[config.mk]
export PLATFORM = sky130hd
export DESIGN_NAME = norm_round
export DESIGN_NICKNAME = d
export VERILOG_FILES = /design/src/rtl/norm_round.sv
export SDC_FILE = /design/constraint.sdc
export NUM_CORES = 1
export LEC_CHECK = 0
export BUFFER_PORTS_ARGS = -buffer_cell sky130_fd_sc_hd__buf_4
export CAP_MARGIN = 20
export CELL_PAD_IN_SITES_DETAIL_PLACEMENT = 2
export CELL_PAD_IN_SITES_GLOBAL_PLACEMENT = 2
export CORE_UTILIZATION = 32
export DETAILED_ROUTE_END_ITERATION = 7
export GPL_TIMING_DRIVEN = 0
export HOLD_SLACK_MARGIN = 0.06
export MAX_ROUTING_LAYER = met4
export PLACE_DENSITY = 0.77
export SYNTH_ARGS = -nofsm -noshare
export SYNTH_HDL_FRONTEND = slang
export SYNTH_SLANG_ARGS = --single-unit
[constraint.sdc]
create_clock -name clk -period 2.5 [get_ports clk]
set_input_delay 0.375 -clock clk [delete_from_list [all_inputs] [get_ports clk]]
set_output_delay 0.375 -clock clk [all_outputs]
set_load 0.005 [all_outputs]
[src/rtl/norm_round.sv]
// Post-add normalizer and round-to-nearest-even stage for a float adder.
// Takes the unnormalized sum plus guard/round/sticky bits and returns a packed float with flags.
module norm_round #(
  parameter int N_float = 32,
  parameter int N_exp   = 8,
  parameter int N_mant  = 23
) (
  input  logic                clk,
  input  logic                rst,
  input  logic                in_valid,
  output logic                in_ready,
  input  logic                sign_in,
  input  logic [N_exp-1:0]    exp_in,
  input  logic [N_mant+1:0]   mant_in,
  input  logic [2:0]          grs_in,
  output logic                out_valid,
  input  logic                out_ready,
  output logic [N_float-1:0]  float_R,
  output logic                overflow,
  output logic                underflow,
  output logic                inexact
);

  typedef enum logic [2:0] {IDLE, NORM, ROUND, RENORM, DONE} state_t;

  localparam logic [N_mant+1:0] MANT_ONE = 1;
  localparam logic [N_exp:0]    EXP_ONE  = 1;
  localparam logic [N_exp:0]    EXP_MAX  = {1'b0, {N_exp{1'b1}}};

  state_t            state, state_n;
  logic [N_mant+1:0] mant_r, mant_n, mant_inc;
  logic [N_exp:0]    exp_r, exp_n, exp_inc, exp_dec;
  logic              g_r, r_r, s_r, g_n, r_n, s_n;
  logic              sign_r, sign_n;
  logic              ovf_r, unf_r, inx_r, ovf_n, unf_n, inx_n;

  always_ff @(posedge clk or posedge rst) begin
    if (rst) begin
      state  <= IDLE;
      mant_r <= '0;
      exp_r  <= '0;
      g_r    <= 1'b0;
      r_r    <= 1'b0;
      s_r    <= 1'b0;
      sign_r <= 1'b0;
      ovf_r  <= 1'b0;
      unf_r  <= 1'b0;
      inx_r  <= 1'b0;
    end else begin
      state  <= state_n;
      mant_r <= mant_n;
      exp_r  <= exp_n;
      g_r    <= g_n;
      r_r    <= r_n;
      s_r    <= s_n;
      sign_r <= sign_n;
      ovf_r  <= ovf_n;
      unf_r  <= unf_n;
      inx_r  <= inx_n;
    end
  end

  always_comb begin
    state_n  = state;
    mant_n   = mant_r;
    exp_n    = exp_r;
    g_n      = g_r;
    r_n      = r_r;
    s_n      = s_r;
    sign_n   = sign_r;
    ovf_n    = ovf_r;
    unf_n    = unf_r;
    inx_n    = inx_r;
    mant_inc = mant_r + MANT_ONE;
    exp_inc  = exp_r + EXP_ONE;
    exp_dec  = exp_r - EXP_ONE;

    case (state)
      IDLE: begin
        if (in_valid) begin
          mant_n  = mant_in;
          exp_n   = {1'b0, exp_in};
          {g_n, r_n, s_n} = grs_in;
          sign_n  = sign_in;
          ovf_n   = 1'b0;
          unf_n   = 1'b0;
          inx_n   = 1'b0;
          state_n = NORM;
        end
      end
      NORM: begin
        if (mant_r == '0 && {g_r, r_r, s_r} == 3'b000) begin
          sign_n  = 1'b0;
          exp_n   = '0;
          state_n = DONE;
        end else if (mant_r[N_mant+1]) begin
          mant_n = {1'b0, mant_r[N_mant+1:1]};
          g_n    = mant_r[0];
          r_n    = g_r;
          s_n    = r_r | s_r;
          // Reaching the all-ones exponent means the result is infinity.
          if (exp_inc >= EXP_MAX) begin
            exp_n   = EXP_MAX;
            mant_n  = '0;
            ovf_n   = 1'b1;
            state_n = DONE;
          end else begin
            exp_n   = exp_inc;
            state_n = ROUND;
          end
        end else if (!mant_r[N_mant]) begin
          // No denormals: a shift that would land on exponent 0 flushes to signed zero.
          if (exp_r <= EXP_ONE) begin
            mant_n  = '0;
            exp_n   = '0;
            unf_n   = 1'b1;
            state_n = DONE;
          end else begin
            mant_n = {mant_r[N_mant:0], g_r};
            g_n    = r_r;
            r_n    = 1'b0;
            exp_n  = exp_dec;
          end
        end else begin
          state_n = ROUND;
        end
      end
      ROUND: begin
        inx_n   = g_r | r_r | s_r;
        state_n = DONE;
        if (g_r & (r_r | s_r | mant_r[0])) begin
          mant_n = mant_inc;
          if (mant_inc[N_mant+1]) state_n = RENORM;
        end
      end
      RENORM: begin
        mant_n  = {1'b0, mant_r[N_mant+1:1]};
        state_n = DONE;
        if (exp_inc >= EXP_MAX) begin
          exp_n  = EXP_MAX;
          mant_n = '0;
          ovf_n  = 1'b1;
        end else begin
          exp_n  = exp_inc;
        end
      end
      DONE: begin
        if (out_ready) state_n = IDLE;
      end
      default: state_n = IDLE;
    endcase
  end

  assign in_ready  = (state == IDLE);
  assign out_valid = (state == DONE);
  assign float_R   = (state == DONE) ? {sign_r, exp_r[N_exp-1:0], mant_r[N_mant-1:0]} : '0;
  assign overflow  = ovf_r;
  assign underflow = unf_r;
  assign inexact   = inx_r;

endmodule

# Yosys cells after proc, flatten, opt, wreduce, memory -nomap -nowiden
# Index checks and enable logic that the tools add are counted.
[totals]
ff_bits = 44
inputBits = 41
[classes]
add_sub_neg = 3
order_cmp = 2
eq_ne = 17
n_mux = 57
bitwise_logic = 5
n_reduce_logical = 18
[op_table]
columns = ["cell", "count"]
rows = [
  ["25-bit 2-to-1 mux", 4],
  ["25-bit one-hot mux with 4 select lines", 1],
  ["24-bit 2-to-1 mux", 4],
  ["9-bit 2-to-1 mux", 6],
  ["32-bit 2-to-1 mux", 1],
  ["3-bit 2-to-1 mux", 9],
  ["9-bit one-hot mux with 3 select lines", 1],
  ["25-bit by 1-bit adder with 25-bit output (second input constant)", 1],
  ["25-bit zero test", 1],
  ["1-bit 2-to-1 mux", 23],
  ["2-bit inequality test (second input constant)", 8],
  ["3-bit one-hot mux with 5 select lines", 1],
  ["1-bit one-hot mux with 2 select lines", 6],
  ["4-bit AND reduction", 3],
  ["5-bit AND reduction", 2],
  ["9-bit by 1-bit adder with 9-bit output (second input constant)", 1],
  ["9-bit by 8-bit greater-or-equal comparator with 1-bit output (second input constant)", 1],
  ["9-bit by 1-bit less-or-equal comparator with 1-bit output (second input constant)", 1],
  ["3-bit AND reduction", 3],
  ["9-bit by 1-bit subtractor with 9-bit output (second input constant)", 1],
  ["3-bit by 2-bit == test with 1-bit output (second input constant)", 2],
  ["3-bit zero test", 2],
  ["3-bit inequality test (second input constant)", 2],
  ["6-bit AND reduction", 1],
  ["13 further kinds", 17],
]

# Depth between registers and ports, before layout
# Gate-level depths: netlist of the first run.
[depth]
depth_word = 6
depth_mapped = 11
ltp_nobuf = 8

# Least setup slack after synthesis of the first run
# Ideal clock, no wire load.
[synth_timing]
kind = "reg2reg"
start = "reg exp_r[0]"
end = "reg mant_r[2]"
setup_time_ns = 0.133
arrival_ns = 2.016
slack_ns = 0.352
stages_incl_launch_ff = 10
n_path_buf = 2
period_less_slack_ns = 2.148
cell_sequence = "dfrtp_1 -> ha_1 -> buf_2 -> xor2_1 -> nand3_1 -> a211o_1 -> o211a_1 -> buf_6 -> a221oi_1 -> o31ai_1"
[synth_via]
elab_chain_len = 6
word_cells_on_any_way = 10
classes_between = "add/sub (1); order compare (2); mux (7)"
[synth_rtl]
columns = ["element", "line_no", "source"]
rows = [
  ["from (decl)", "32", "logic [N_exp:0] exp_r, exp_n, exp_inc, exp_dec;"],
  ["from (signal assigned)", "52", "exp_r <= exp_n;"],
  ["9-bit by 1-bit adder with 9-bit output or 9-bit by 1-bit less-or-equal comparator with 1-bit output (tied branches)", "75, 113", ""],
  ["9-bit by 8-bit greater-or-equal comparator with 1-bit output or 24-bit 2-to-1 mux (tied branches)", "102, 139, 113", ""],
  ["24-bit 2-to-1 mux, on equally long branches", "102, 111", ""],
  ["25-bit 2-to-1 mux", "96", "end else if (mant_r[N_mant+1]) begin"],
  ["25-bit 2-to-1 mux", "92", "if (mant_r == '0 && {g_r, r_r, s_r} == 3'b000) begin"],
  ["25-bit one-hot mux with 4 select lines *", "78", "case (state)"],
  ["to (signal assigned)", "51", "mant_r <= mant_n;"],
  ["to (decl)", "31", "logic [N_mant+1:0] mant_r, mant_n, mant_inc;"],
]
# Mark *: on every way between the ends. The rest lies on a longest branch, timed or not. The select of a mux whose other input is x is not followed.
# A chain may end at the register's enable or synchronous reset.

# Worst setup path in the final report of the first run
[layout_timing]
start = "reg exp_r[0]"
end = "reg mant_r[1]"
# The elaborated chain is that of the path after synthesis.

==> results.toml, run 1 <==
[status]
status = "finished, violations left"
violations = "negative setup slack"

[placement]
io_buffers = 77
post-place-ws_ns = -0.552
gp_congestion = 0.866
dp_hpwl_mm = 13.4

[route]
drt_first_pass_iters = 5
vias = 4841
wl_per_cell_um = 23.4
met1_length_mm = 8.07
drc = 0
highest_layer = "met4"
met3_length_um = 807
first_iter_violations = 304
met2_length_mm = 9.50
viasPerCell = 5.98
drt-total-wl_mm = 18.9
drt.antenna.violating_nets = 0

[die]
die_area_mm2 = 0.0131
die_w_um = 115
core_mm2 = 0.0122
start_util_pct = 33.3
pin_count = 78
rows = 40
die_h_um = 115

[sta]
setup_viol = 1
finalCritPeriodShare_pct = 100
max_freq_mhz = 398
tightest_slew_ns = 0.938
fin_crit_ns = 2.51
slew_viol_final = 0
hold_violations = 0
fin_skew_ns = 0.00614
setup_ws_ns = -0.00992
slew_headroom_pct = 37.0
rsz0062_at_grt = "true"

[synth]
ys_async_sr_fraction_pct = 100
yosys.area.top_type = "dfrtp_1"
syn_inst = 546
yosysUniqueCellTypes = 66
synthTopCellsByArea = "dfrtp_1, nor2_1, nand2_1, and3_1, o21ai_0"
ys.flop_type = "dfrtp_1"
ys_warn_count = 0
netlist_top_cells_count = "nor2_1, nand2_1, dfrtp_1"
syn_area_mm2 = 0.00406
ys_ff_latch = 44
yosysMostFrequentCell = "nor2_1"
synth-edff-count = 0
yosysTopAreaCellShare_pct = 27.1
syn_avg_cell_area_um2 = 7.44
syn_nets = 593
yosysSeqAreaShare_pct = 27.1

[pwr]
power_uw = 7910
power.leakage_uw = 0.00236
p_per_area_mw_per_mm2 = 1430
ir_worst_vdd_mv = 0.496

[cts]
cts_max_path_buffers = 2
path_clk_slew_ns = 0.07
numCtsBuffers = 5
htreeDepth = 2
insertion_delay_ns = 0.30
clock-sinks = 44
cts_root_buffer = "clkbuf_16"
cts_tree = "done"

[grt]
grt_max_degree = 31
grt_overflow_total = 0
grt_pass1_wl_mm = 29.3
grt_pass1_vias = 5130
grt_usage_pct = 30.1
antenna_found_initial = 0

[critical_path]
r2r-start = "exp_r[0]"
start_kind = "register"
worstPathArrival_ns = 2.69
setup.worst_path.class = "reg -> reg"
crit_path_start = "exp_r[0]"
end_kind = "register"
worstPathMaxFanout = 10
crit_required_ns = 2.68

[finish]
antenna-diode-count = 0
syn2layout_area_growth_pct = 35.8
nets = 688
fillers = 1434
drive_above_1_share_pct = 30.2

[hold_path]
hold_path_class = "in -> async"

[job]
maxCapViolations = 0
==> report_power, final <==
part	leakage [uW]	total, uW	internal [uW]	switching, uW
Clock	0.000104	1010	675	332
Combinational	0.00172	5480	2030	3450
Sequential	0.000539	1420	1070	346
Total	0.00236	7910	3780	4130
==> critical path, stage by stage (launching register included) <==
cell and delay [ns]:
dfrtp_1 0.41, buf_6 0.15, clkinvlp_4 0.14, ha_4 0.30, a21oi_1 0.08, a211o_1 0.36, o211a_4 0.31, buf_8 0.17
a211oi_1 0.33, o31ai_1 0.13
==> state kept, by name, indices dropped and copies added (netlist names) <==
register,cells
r_r,1
overflow,1
s_r,1
state,3
mant_r,25
inexact,1
sign_r,1
underflow,1
exp_r,9
g_r,1
==> worst paths after layout <==
path                              end  slack [ns]  depth (start not counted)
max                         mant_r[1]       -0.01                          9
min                               r_r        0.05                          2
max reg2reg                 mant_r[1]       -0.01                          9
min reg2reg                 underflow        0.50                          2
max in group asynchronous  mant_r[13]        1.92                          3
min in group clk               sign_r        0.27                          3
==> through the flow <==
step / cell area, um^2 / instances / TNS (ns) / utilization (%) / hold WS [ns]
2_1_floorplan: 4060 / 546 / 0 / - / 0.471
3_3_place_gp: 4850 / 791 / -14.98 / 39.7 / 0.482
3_5_place_dp: 4870 / 792 / -14.16 / 39.9 / 0.393
4_1_cts: 5240 / 801 / -0.0447 / 42.9 / 0.0646
5_1_grt: 5520 / 810 / -0.467 / 45.2 / 0.0753
6_report: 5520 / 810 / -0.00992 / 45.2 / 0.0528
==> layout by cell type (no fill, tap or decap), types with 4 or more instances in the layout <==
cell	Yosys	routed
a221o_1	6	6
buf_6	2	5
o31ai_2	0	5
clkbuf_16	0	5
clkbuf_2	2	10
xor2_1	7	6
nand3_1	21	18
dfrtp_1	44	43
inv_1	18	15
nor4_2	1	4
nor2_1	60	56
o21a_1	6	6
o21ai_0	35	33
buf_2	22	17
clkbuf_4	0	4
nand2_1	51	51
mux2i_1	5	5
buf_4	3	92
nor4_1	10	6
clkbuf_1	31	18
a31oi_1	8	7
a221oi_2	3	4
and3_1	29	29
o31ai_1	18	13
a21oi_1	21	21
a221oi_1	13	10
nand4_1	12	12
xnor2_1	13	12
nand2b_1	4	4
a211oi_1	6	4
nor3_1	28	26
==> final cells by class <==
cell class / count / area (um^2) / area share (%)
Tap cell: 168 / 210 / 3.81
Timing Repair Buffer: 90 / 686 / 12.4
Multi-Input combinational cell: 424 / 2900 / 52.6
Clock inverter: 3 / 90.1 / 1.63
Buffer: 58 / 329 / 5.97
Clock buffer: 5 / 125 / 2.27
Sequential cell: 44 / 1100 / 20.0
Inverter: 18 / 71.3 / 1.29
==> what timing repair did <==
| item | CTS | global route |
|---|---|---|
| gates cloned | 0 | 1 |
| hold endpoints to repair | 0 | 0 |
| hold buffers | 0 | 0 |
| pin swaps | 0 | 10 |
| setup buffers | 2 | 9 |
| gates resized for setup | 38 | 52 |
| endpoints found under the setup margin | 70 | 43 |
==> cells by family after synthesis <==
| group | share of synthesized area, % |
|---|---|
| muxes | 1.79 |
| AOI/OAI and AO/OA | 26.5 |
| adders and majority gates | 1.85 |
| and+or+nand+nor | 29.8 |
| DFF | 27.1 |
| buffers and inverters | 8.60 |
| xor gates and xnor gates | 4.31 |
==> metal layers <==
layer  up-vias  global-route usage [%]
li1       2198                       -
met2       123                    51.1
met4         0                    11.6
met1      2483                    36.4
met3        37                    3.92
met5         -                       -
No activity file was read; power rests on OpenSTA's default activity.
==> run 2, diff against run 1 <==
- CELL_PAD_IN_SITES_DETAIL_PLACEMENT: 2 -> 1
- GPL_ROUTABILITY_DRIVEN: default -> 0
==> results.toml, run 2 (same netlist as run 1, synthesis figures left out) <==
[status]
status = "finished clean"

[route]
vias = 4628
drc = 0
viasPerCell = 5.76
drt-total-wl_mm = 16.8
first_iter_violations = 234
drt.antenna.violating_nets = 0
wl_per_cell_um = 20.9
drt_first_pass_iters = 4

[cts]
numCtsBuffers = 5
cts_hold_buf = 0
path_clk_slew_ns = 0.07
insertion_delay_ns = 0.31
cts_tree = "done"
cts_max_path_buffers = 2
cts_root_buffer = "clkbuf_16"
htreeDepth = 2
clock-sinks = 44

[grt]
grt_max_degree = 31
grt_pass1_wl_mm = 26.6
grt_pass1_vias = 4668
gr-usage-met3_pct = 3.49
grt_usage_pct = 27.4
met1_usage_pct = 34.9
grt-busiest-layer = "met2"
grt_overflow_total = 0
grt_util_met2_pct = 44.8
antenna_found_initial = 0

[critical_path]
setup.worst_path.class = "reg -> reg"
crit_required_ns = 2.67
start_kind = "register"
end_kind = "register"
worstPathMaxFanout = 10
worstPathArrival_ns = 2.59

[finish]
drive_above_1_share_pct = 27.6
syn2layout_area_growth_pct = 30.7
nets = 682
top_register = "mant_r"
fin_area_mm2 = 0.00531
final_cell_mix = "buf_4, nor2_1, nand2_1"
final_core_utilization_pct = 43.5
antenna-diode-count = 0
largest_reg_flops = 25
layout_commonest_cell = "buf_4"
largest_registers = "mant_r: 25 flops, exp_r: 9 flops, state: 3 flops"

[pwr]
intPower_uw = 3350
swShare_pct = 53.2
power.leakage_uw = 0.00228
clkPwrFrac_pct = 9.4
ir_worst_vdd_mv = 0.398
p_per_area_mw_per_mm2 = 1350
switching_power_uw = 3810
combPwrFrac_pct = 70.8
seq_power_share_pct = 19.9

[sta]
fin_crit_ns = 2.42
finalCritPeriodShare_pct = 96.9
setup_ws_ns = 0.0767
slew_viol_final = 0
fin_skew_ns = 0.0108
max_freq_mhz = 413
slew_headroom_pct = 36.6
tightest_slew_ns = 0.944
hold_violations = 0
setup_viol = 0
rsz0062_at_grt = "true"

[placement]
dpl_cell_area_mm2 = 0.00487
post-place-ws_ns = -0.550
dp_hpwl_mm = 12.3
io_buffers = 77

[die]
pin_count = 78
die_area_mm2 = 0.0131
die_w_um = 115
die_h_um = 115
rows = 40
core_mm2 = 0.0122
start_util_pct = 33.3

[hold_path]
hold_path_class = "in -> async"

[job]
maxCapViolations = 0
-- run 2: cell count changes in the layout (fill, tap and decap cells not counted), moves of 2 or more --
cell,delta
a221oi_4,-2
clkbuf_1,+2
o31ai_2,-4
bufinv_16,-3
inv_1,+2
nor2_1,+2
buf_4,-2
o31ai_1,+4
-- run 2: what timing repair did --
item / CTS / global route
endpoints found under the setup margin: 68 / 52
buffers inserted: 2 / 5
pin swaps: 1 / 7
resized for setup: 32 / 38
cloned: 0 / 0
-- run 2: final cells by class --
type,instances,area (um^2)
Fill cell,1552,6900
Timing Repair Buffer,85,651
Clock buffer,6,129
Multi-Input combinational cell,424,2840
Sequential cell,44,1100
Tap cell,168,210
Clock inverter,1,5.00
Buffer,57,309
Inverter,18,67.6
-- run 2: routing by layer --
| metal | vias up | routed length (um) |
|---|---|---|
| met5 | - | 0 |
| met4 | 0 | 315 |
| met3 | 19 | 736 |
| met2 | 100 | 8350 |
| met1 | 2313 | 7420 |
| li1 | 2196 | - |
-- run 2: power by group through the flow --
stage	clock, uW	combinational [uW]	sequential, uW
6_report	670	5070	1420
5_1_grt	720	5540	1470
4_1_cts	691	4910	1360
3_5_place_dp	0	4690	1360
3_3_place_gp	0	4640	1350
2_1_floorplan	0	3150	1260
-- run 2: through the flow --
| step | total power, uW | setup TNS (ns) | hold slack (ns) | instances |
|---|---|---|---|---|
| finish | 7160 | 0 | 0.0528 | 803 |
| global route | 7730 | -0.119 | 0.0841 | 803 |
| CTS | 6960 | 0 | 0.0636 | 800 |
| detailed placement | 6050 | -14.22 | 0.388 | 792 |
| global placement | 5990 | -15.15 | 0.483 | 791 |
| floorplan | 4410 | 0 | 0.471 | 546 |
-- run 2: critical path, stage by stage, from the launching register on --
cell,delay (ns)
dfrtp_1,0.41
buf_6,0.16
inv_1,0.13
ha_1,0.16
o21bai_1,0.19
nand3_2,0.18
nor4b_4,0.19
buf_4,0.22
o21a_1,0.19
a311oi_1,0.33
a221oi_1,0.13
-- run 2: worst paths after layout --
kind                         endpoint  slack, ns       from  cells past startpoint
min                               r_r       0.05        rst                      2
max in group asynchronous    exp_r[1]       1.92        rst                      3
min in group clk               sign_r       0.28    sign_in                      3
max reg2reg                mant_r[15]       0.08   exp_r[1]                     10
min reg2reg                 underflow       0.51  underflow                      2
max                        mant_r[15]       0.08   exp_r[1]                     10
==> run 3, diff against run 2 <==
- CTS_CLUSTER_DIAMETER: default -> 100
- SETUP_SLACK_MARGIN: default -> 0.1
==> results.toml, run 3 (same netlist as run 1, synthesis figures left out) <==
[cts]
insertion_delay_ns = 0.31
numCtsBuffers = 5
cts_hold_buf = 0
clock-sinks = 44
htreeDepth = 2
path_clk_slew_ns = 0.07
cts_root_buffer = "clkbuf_16"
cts_tree = "done"
cts_max_path_buffers = 2

[finish]
syn2layout_area_growth_pct = 38.3
top_register = "mant_r"
layout_commonest_cell = "buf_4"
multiInputGateArea_mm2 = 0.00295
largest_reg_flops = 25
antenna-diode-count = 0
drive_above_1_share_pct = 31.2
fillers = 1537
final_cell_mix = "buf_4, nor2_1, nand2_1"
nets = 695
seqCellArea_mm2 = 0.00110
largest_registers = "mant_r: 25 flops, exp_r: 9 flops, state: 3 flops"

[pwr]
p_per_area_mw_per_mm2 = 1360
power.leakage_uw = 0.00239
ir_worst_vdd_mv = 0.431

[route]
drc = 0
viasPerCell = 5.82
wl_per_cell_um = 21.3
drt.antenna.violating_nets = 0
drt-total-wl_mm = 17.4
first_iter_violations = 232
drt_first_pass_iters = 4
vias = 4751

[critical_path]
r2r_end = "mant_r[5]"
worstPathArrival_ns = 2.57
r2r_slack_ns = 0.13
rr_worst_depth = 9
crit_required_ns = 2.69
worstSetupEndpoint = "mant_r[5]"
cp_cell_sequence = "buf_6 -> clkinvlp_4 -> ha_4 -> a21oi_4 -> a211o_1 -> o211a_4 -> buf_12 -> a221oi_4 -> o31ai_1"
cpMaxStageDelayCell = "dfrtp_1"
crit_path_start = "exp_r[0]"
end_kind = "register"
worstPathMaxFanout = 6
start_kind = "register"
r2r-start = "exp_r[0]"
setup.worst_path.class = "reg -> reg"
critPathMaxStageDelay_ns = 0.40

[die]
pin_count = 78
core_mm2 = 0.0122
rows = 40
start_util_pct = 33.3
die_h_um = 115
die_area_mm2 = 0.0131
die_w_um = 115

[grt]
gr-usage-met3_pct = 3.34
grt-busiest-layer = "met2"
met1_usage_pct = 35.4
grt_pass1_vias = 4693
antenna_found_initial = 0
grt_usage_pct = 27.7
grt_util_met2_pct = 45.7
grt_pass1_wl_mm = 26.9
grt_max_degree = 31
grt_overflow_total = 0

[sta]
rsz0062_at_grt = "true"
slew_headroom_pct = 41.2
setup_viol = 0
fin_crit_ns = 2.37
fin_skew_ns = 0.00987
finalSetupTns_ns = 0
tightest_slew_ns = 0.876
slew_viol_final = 0
hold_slack_ns = 0.0515
hold_violations = 0
setup_ws_ns = 0.125
max_freq_mhz = 421
finalCritPeriodShare_pct = 95.0

[placement]
post-place-ws_ns = -0.550
dp_hpwl_mm = 12.3
io_buffers = 77

[hold_path]
hold_path_class = "in -> async"

[job]
maxCapViolations = 0

[status]
status = "finished clean"
run 3: changes by cell type in the layout (fill, tap and decap cells not counted), moves of 3 or more:
cell,previous run,this run
buf_2,16,13
buf_6,4,8
a221oi_2,5,2
clkbuf_1,20,15
buf_4,90,97
a221oi_4,0,3
clkbuf_2,9,12
run 3: cell type report:
cell class                 instances  share of cell area, %
tap                              168                   3.74
inverter                          18                   1.27
clock inverter                     1                 0.0891
clock buffer                       6                   2.29
timing repair buffer              98                   13.9
buffer                            57                   6.53
multi-input combinational        424                   52.6
sequential                        44                   19.6
run 3: worst min-delay path by stage:
stage	slack, ns	from	end
final	0.05	rst	r_r
after CTS	0.06	rst	inexact
after global routing	0.08	rst	inexact
after floorplan	0.47	inexact	inexact
after detailed placement	0.39	rst	s_r
after global placement	0.48	inexact	inexact
run 3: critical path, delay by kind of cell (launching register included):
kind                     cells  cell delay [ns]
adder cells (fa/ha/maj)      1             0.32
flip-flops                   1             0.40
AO/OA/AOI/OAI                5             1.06
buffers and inverters        3             0.48
run 3: what timing repair did:
item                                    4_1_cts  5_1_grt
gates resized for setup                      54       57
cloned                                        0        2
pin swaps                                     5       31
endpoints found under the setup margin       72       50
buffers inserted                              5       13
run 3: per-stage QoR:
step	cell area (um^2)	total power (uW)	utilization, %	instances
finish	5620	7670	46.0	816
floorplan	4060	4410	-	546
global placement	4850	5990	39.7	791
detailed placement	4870	6050	39.9	792
CTS	5240	7090	42.9	804
global route	5620	8230	46.0	816
run 3: report_power, final:
part           switching (uW)  leakage (uW)  internal (uW)
logic                    3340       0.00178           2210
clock network             307     0.0000667            365
registers                 377      0.000539           1070
run 3: metal layers:
layer	wire length, um	vias to the layer above
met3	676	20
met2	8740	115
met4	282	0
met1	7710	2391
li1	-	2225
met5	0	-
